<file path="src/rtl/alu_lockstep_monitor.sv">
// alu_lockstep_monitor
//   Compares a golden ALU against a suspect ALU through a two-stage pipeline.
//   Stage 1 registers the sample. Stage 2 compares {result, carry, zero} and
//   updates the saturating counters, the monitor FSM and the optional mismatch log.
//
// Configuration macro: MISMATCH_LOG_EN
//   Defined   : builds a LOG_DEPTH-entry first-word-fall-through mismatch log.
//   Undefined : no log storage. log_empty is held at 1, log_overflow and
//               log_rd_data are held at 0, and log_rd_en is ignored.
//
// Ports
//   clk, rst                       clock, asynchronous active-high reset
//   clear                          synchronous soft clear (highest priority)
//   in_valid                       qualifies a, b, op and both sets of results
//   a, b, op                       operands / opcode applied to both ALUs
//   res_*, cout_*, zf_*            golden (clean) and suspect (sus) outputs
//   test_count, mismatch_count     saturating sample / mismatch counters
//   trigger_count                  saturating count of known trigger patterns
//   mon_state, alarm               FSM state (IDLE/MONITOR/SUSPECT/ALARM), alarm flag
//   log_rd_en, log_rd_data         pop strobe, head entry {a,b,op,res_clean,res_sus}
//   log_empty, log_overflow        log empty flag, sticky entry-dropped flag
module alu_lockstep_monitor #(
    parameter int unsigned CNT_W        = 16,
    parameter int unsigned ALARM_THRESH = 1,
    parameter int unsigned LOG_DEPTH    = 8
) (
    input  logic             clk,
    input  logic             rst,
    input  logic             clear,
    input  logic             in_valid,
    input  logic [3:0]       a,
    input  logic [3:0]       b,
    input  logic [1:0]       op,
    input  logic [3:0]       res_clean,
    input  logic [3:0]       res_sus,
    input  logic             cout_clean,
    input  logic             cout_sus,
    input  logic             zf_clean,
    input  logic             zf_sus,
    output logic [CNT_W-1:0] test_count,
    output logic [CNT_W-1:0] mismatch_count,
    output logic [7:0]       trigger_count,
    output logic [1:0]       mon_state,
    output logic             alarm,
    input  logic             log_rd_en,
    output logic [17:0]      log_rd_data,
    output logic             log_empty,
    output logic             log_overflow
);

    typedef enum logic [1:0] {
        IDLE    = 2'b00,
        MONITOR = 2'b01,
        SUSPECT = 2'b10,
        ALARM   = 2'b11
    } state_t;

    localparam logic [CNT_W-1:0] CNT_ONE = CNT_W'(1);
    localparam logic [CNT_W-1:0] THRESH  = CNT_W'(ALARM_THRESH);

    // Stage 1 registers
    logic       s1_valid;
    logic [3:0] s1_a, s1_b, s1_res_clean, s1_res_sus;
    logic [1:0] s1_op;
    logic       s1_cout_clean, s1_cout_sus, s1_zf_clean, s1_zf_sus;

    always_ff @(posedge clk or posedge rst) begin
        if (rst) begin
            s1_valid      <= 1'b0;
            s1_a          <= '0;
            s1_b          <= '0;
            s1_op         <= '0;
            s1_res_clean  <= '0;
            s1_res_sus    <= '0;
            s1_cout_clean <= 1'b0;
            s1_cout_sus   <= 1'b0;
            s1_zf_clean   <= 1'b0;
            s1_zf_sus     <= 1'b0;
        end else begin
            // A sample arriving together with clear is discarded.
            s1_valid      <= in_valid & ~clear;
            s1_a          <= a;
            s1_b          <= b;
            s1_op         <= op;
            s1_res_clean  <= res_clean;
            s1_res_sus    <= res_sus;
            s1_cout_clean <= cout_clean;
            s1_cout_sus   <= cout_sus;
            s1_zf_clean   <= zf_clean;
            s1_zf_sus     <= zf_sus;
        end
    end

    // Stage 2 compare
    logic             mism, trig;
    logic [CNT_W-1:0] test_next, mm_next;
    logic [7:0]       trig_next;

    always_comb begin
        mism = s1_valid &&
               ({s1_res_clean, s1_cout_clean, s1_zf_clean} !=
                {s1_res_sus,   s1_cout_sus,   s1_zf_sus});
        trig = s1_valid &&
               (((s1_a == 4'hF) && (s1_b == 4'hF) && (s1_op == 2'b00)) ||
                ((s1_a == 4'h0) && (s1_b == 4'hF) && (s1_op == 2'b10)));
        test_next = test_count;
        mm_next   = mismatch_count;
        trig_next = trigger_count;
        if (s1_valid && (test_count != '1))    test_next = test_count + CNT_ONE;
        if (mism && (mismatch_count != '1))    mm_next   = mismatch_count + CNT_ONE;
        if (trig && (trigger_count != 8'hFF))  trig_next = trigger_count + 8'd1;
    end

    always_ff @(posedge clk or posedge rst) begin
        if (rst) begin
            test_count     <= '0;
            mismatch_count <= '0;
            trigger_count  <= '0;
        end else if (clear) begin
            test_count     <= '0;
            mismatch_count <= '0;
            trigger_count  <= '0;
        end else begin
            test_count     <= test_next;
            mismatch_count <= mm_next;
            trigger_count  <= trig_next;
        end
    end

    // Monitor FSM
    state_t state, state_next;

    always_ff @(posedge clk or posedge rst) begin
        if (rst) state <= IDLE;
        else     state <= state_next;
    end

    always_comb begin
        state_next = state;
        if (clear) begin
            state_next = IDLE;
        end else if (mism && (mm_next >= THRESH)) begin
            // Judged on the post-update count so the alarm lands on the same
            // edge that counts the threshold-reaching mismatch.
            state_next = ALARM;
        end else if (s1_valid) begin
            case (state)
                IDLE:    state_next = mism ? SUSPECT : MONITOR;
                MONITOR: if (mism) state_next = SUSPECT;
                default: state_next = state;
            endcase
        end
    end

    assign mon_state = state;
    assign alarm     = (state == ALARM);

`ifdef MISMATCH_LOG_EN
    localparam int unsigned AW = $clog2(LOG_DEPTH);
    localparam logic [AW:0] PTR_ONE = (AW+1)'(1);

    logic [17:0] mem [LOG_DEPTH];
    logic [AW:0] wr_ptr, rd_ptr;
    logic        full, empty, do_rd, do_wr;

    always_comb begin
        empty = (wr_ptr == rd_ptr);
        full  = (wr_ptr[AW] != rd_ptr[AW]) && (wr_ptr[AW-1:0] == rd_ptr[AW-1:0]);
        do_rd = log_rd_en && !empty;
        // When full, a write is accepted only if a pop frees a slot this cycle.
        do_wr = mism && (!full || do_rd);
    end

    always_ff @(posedge clk or posedge rst) begin
        if (rst) begin
            wr_ptr       <= '0;
            rd_ptr       <= '0;
            log_overflow <= 1'b0;
        end else if (clear) begin
            wr_ptr       <= '0;
            rd_ptr       <= '0;
            log_overflow <= 1'b0;
        end else begin
            if (do_wr) wr_ptr <= wr_ptr + PTR_ONE;
            if (do_rd) rd_ptr <= rd_ptr + PTR_ONE;
            if (mism && !do_wr) log_overflow <= 1'b1;
        end
    end

    always_ff @(posedge clk) begin
        if (do_wr && !clear)
            mem[wr_ptr[AW-1:0]] <= {s1_a, s1_b, s1_op, s1_res_clean, s1_res_sus};
    end

    assign log_empty   = empty;
    assign log_rd_data = empty ? '0 : mem[rd_ptr[AW-1:0]];
`else
    logic unused_log_rd_en;
    assign unused_log_rd_en = log_rd_en;
    assign log_empty        = 1'b1;
    assign log_overflow     = 1'b0;
    assign log_rd_data      = '0;
`endif

endmodule
</file>
<file path="config.mk">
export PLATFORM = sky130hd
export DESIGN_NAME = alu_lockstep_monitor
export DESIGN_NICKNAME = d
export VERILOG_FILES = /design/src/rtl/alu_lockstep_monitor.sv
export SDC_FILE = /design/constraint.sdc
export NUM_CORES = 1
export LEC_CHECK = 0
export ABC_CLOCK_PERIOD_IN_PS = 2100
export CAP_MARGIN = 20
export CELL_PAD_IN_SITES_DETAIL_PLACEMENT = 1
export CELL_PAD_IN_SITES_GLOBAL_PLACEMENT = 2
export CORE_MARGIN = 10
export CORE_UTILIZATION = 26
export DETAILED_ROUTE_END_ITERATION = 6
export PLACE_DENSITY = 0.73
export SETUP_SLACK_MARGIN = 0.15
export SYNTH_ARGS = -nofsm -noshare
export SYNTH_HDL_FRONTEND = slang
export SYNTH_SLANG_ARGS = --single-unit
</file>
<file path="constraint.sdc">
create_clock -name clk -period 2.1 [get_ports clk]
set_clock_uncertainty 0.15 [all_clocks]
set_input_delay 0.525 -clock clk [delete_from_list [all_inputs] [get_ports clk]]
set_output_delay 0.525 -clock clk [all_outputs]
set_load 0.02 [all_outputs]
</file>
==> results.cfg <==
[clock_tree]
cts.sinks = 65
cts_tree = built
cts_buffers = 9
h-tree-depth = 3
clk_latency_ns = 0.34
clockBufferDepth = 2
cts-root-buf = clkbuf_16
clk_pin_slew_worst_paths_ns = 0.06

[critical_path]
crit_arrival_ns = 2.35
r2r_start = mismatch_count[0]
path_max_fanout = 5
r2r_setup_slack_ns = -0.19
crit_type = register to register
cp-start-kind = register
worstReg2RegEnd = mon_state[0]
end_kind = register
ff2ff_path_depth = 10
cp_data_required_time_ns = 2.16

[synthesis]
ys_ff_latch = 65
synth_cell_type_count = 43
synth.avg_cell_area_um2 = 10.1
async_reset_ff_share_pct = 100
yosys-top-cells-count = 65 x dfrtp_1, 50 x nor2_1, 25 x xor2_1
synth_top_area_cell = dfrtp_1
ys.warnings.count = 0
synth-edff-count = 0
seq_area_frac_synth_pct = 51.2
synth_flop_cell = dfrtp_1
syn_inst = 315
synthTopCellsByArea = dfrtp_1 51%, xor2_1 6.9%, nor2_1 5.9%
synth_top_area_share_pct = 51.2
yosysMostFrequentCell = dfrtp_1
netlist_area_um2 = 3180

[layout]
layout.area.seq_um2 = 1640
finalNetCount = 484
antenna_cells = 0
fillCellCount = 1362
drive_above_1_share_pct = 33.6
multi_input_area_um2 = 1740
final_cells = 606
areaGrowthSynthToFinish_pct = 61.3

[global_routing]
grt_overflow = 0
antenna_found_initial = 0
grt_pass1_vias = 3011
top_usage_layer = met2
grt_pass1_wl_um = 15300
use_met3_pct = 3.42
use_met1_pct = 13.2
grtUsageTotal_pct = 11.3
grtUsageMet2_pct = 19.1
grt_max_degree = 44

[die]
boundaryPins = 90
num_rows = 40
dieArea_um2 = 17000
die_w_um = 131
core_area_um2 = 12000
start_util_pct = 26.4
dieHeight_um = 131

[timing]
relSlewSlack_pct = 66.1
rsz0062_at_grt = yes
final.setup.tns_ns = -0.312
hold_viol = 0
fin_crit_sh_pct = 109
whs_ns = 0.418
setup_viol = 4
fmax_ghz = 0.437
setup_ws_ns = -0.188
tightestPinTransition_ns = 0.508
post-route-min-period_ns = 2.29
maxSlewViolCount = 0

[run]
maxCapViolCount = 0

[power_and_ir_drop]
power_density_nw_per_um2 = 628
p_total_mw = 3.22
switching_power_mw = 0.741
power_frac_comb_pct = 8.4
leakagePower_nw = 2.40
swShare_pct = 23.0
p_int_mw = 2.48
ir_worst_vdd_uv = 358
pwr-share-seq_pct = 40.4
p_clk_share_pct = 51.2

[placed_design]
placed_cells = 573
dp_hpwl_um = 6900
place_congestion = 0.785
preCtsSetupSlack_ns = -0.257
port_buffers = 68

[status]
outcome = finished with violations
violations = setup timing

[route]
wl_per_cell_um = 15.7
vias_per_cell = 4.49
ant_nets = 0
vias = 2718
drt-pass1-iter-count = 4
drc = 0
drt_wl_total_um = 9540
drtIter0Drc = 56

[min_path]
hold_class = register to register
min_from = test_count[7]
hold_end = test_count[7]
min_path_cells = 2
[per-layer routing]
layer | up-vias | wire [µm]
met5 | - | 0
met4 | 0 | 121
met3 | 11 | 547
met2 | 58 | 4820
met1 | 1353 | 4050
li1 | 1296 | -
[state kept, by name (all words and copies together), names as in the netlist]
name,flops
s1_valid,1
s1_a,4
s1_zf_clean,1
trigger_count,8
s1_cout_sus,1
test_count,16
s1_zf_sus,1
s1_res_clean,4
s1_b,4
s1_cout_clean,1
s1_res_sus,4
mon_state,2
mismatch_count,16
s1_op,2
[through the flow]
| stage | instance area (µm²) | util (%) |
|---|---|---|
| finish | 5120 | 42.7 |
| global route | 5120 | 42.7 |
| CTS | 4860 | 40.4 |
| detailed placement | 4410 | 36.7 |
| global placement | 4410 | 36.7 |
| floorplan | 3340 | - |
[worst max-delay path, stage by stage, from the launching register on]
cell,delay [ns]
dfrtp_2,0.42
ha_4,0.18
nand4_4,0.11
o41ai_4,0.07
buf_4,0.16
buf_4,0.14
a21oi_4,0.22
nand2_2,0.09
o32ai_1,0.14
o2111ai_1,0.17
o31a_1,0.32
[power groups by stage]
stage / clock network, mW / registers [mW] / logic (mW)
final: 1.65 / 1.30 / 0.271
after floorplan: 0 / 1.33 / 0.140
after CTS: 1.70 / 1.30 / 0.259
after detailed placement: 0 / 1.32 / 0.246
after global placement: 0 / 1.32 / 0.242
after global routing: 1.74 / 1.30 / 0.299
[cell usage in the layout (no fill, tap or decap), types with 3 or more instances in the layout]
cell type	n
buf_4	62
dfrtp_1	57
nor2_1	45
dlygate4sd2_1	39
clkdlybuf4s50_1	25
xor2_1	21
conb_1	20
nand2_1	14
xnor2_1	10
nand3_1	9
nand4_1	9
clkbuf_16	9
xnor2_2	8
dfrtp_2	8
buf_6	8
inv_1	7
and3_1	6
nand2_2	5
and2_1	5
mux2i_1	5
a21oi_1	5
o21ai_0	4
xor2_2	4
and2_4	4
nor2_2	3
and3_4	3
nand3_2	3
[what timing repair did]
action / in CTS / in global routing
setup buffers: 8 / 8
setup endpoints to repair: 70 / 40
gates resized for setup: 68 / 47
hold buffers: 0 / 0
endpoints found under the hold margin: 0 / 0
pin swaps: 11 / 23
gates cloned: 1 / 0
[final cells by class]
class	count	area share, %
repair buffers	139	23.4
inverters	8	0.659
flip-flops and latches	65	31.9
clock inverters	6	1.76
well taps	147	3.59
clock buffers	10	4.66
multi-input cells	231	34.0
[worst max-delay path by stage]
stage | startpoint | to | slack (ns) | cells past startpoint
6_report | mismatch_count[0] | mon_state[0] | -0.19 | 10
3_3_place_gp | mismatch_count[0] | mon_state[0] | -0.22 | 8
3_5_place_dp | mismatch_count[0] | mon_state[0] | -0.26 | 8
2_1_floorplan | mismatch_count[11] | mon_state[0] | -0.14 | 8
4_1_cts | mismatch_count[0] | mon_state[0] | -0.18 | 9
5_1_grt | mismatch_count[0] | mon_state[0] | -0.28 | 9
[cells by family (layout without fill, tap and decap cells)]
logic type	count (synthesis)	in the layout	synth area share [%]
xor gates and xnor gates	43	43	11.9
muxes	5	5	1.58
buffers and inverters	38	163	6.97
other	2	20	0.236
and+or+nand+nor	132	132	20.6
DFF	65	65	51.2
AOI/OAI and AO/OA	27	28	6.38
adders and majority gates	3	3	1.18
Note: power is estimated with default switching activity, not from simulation.
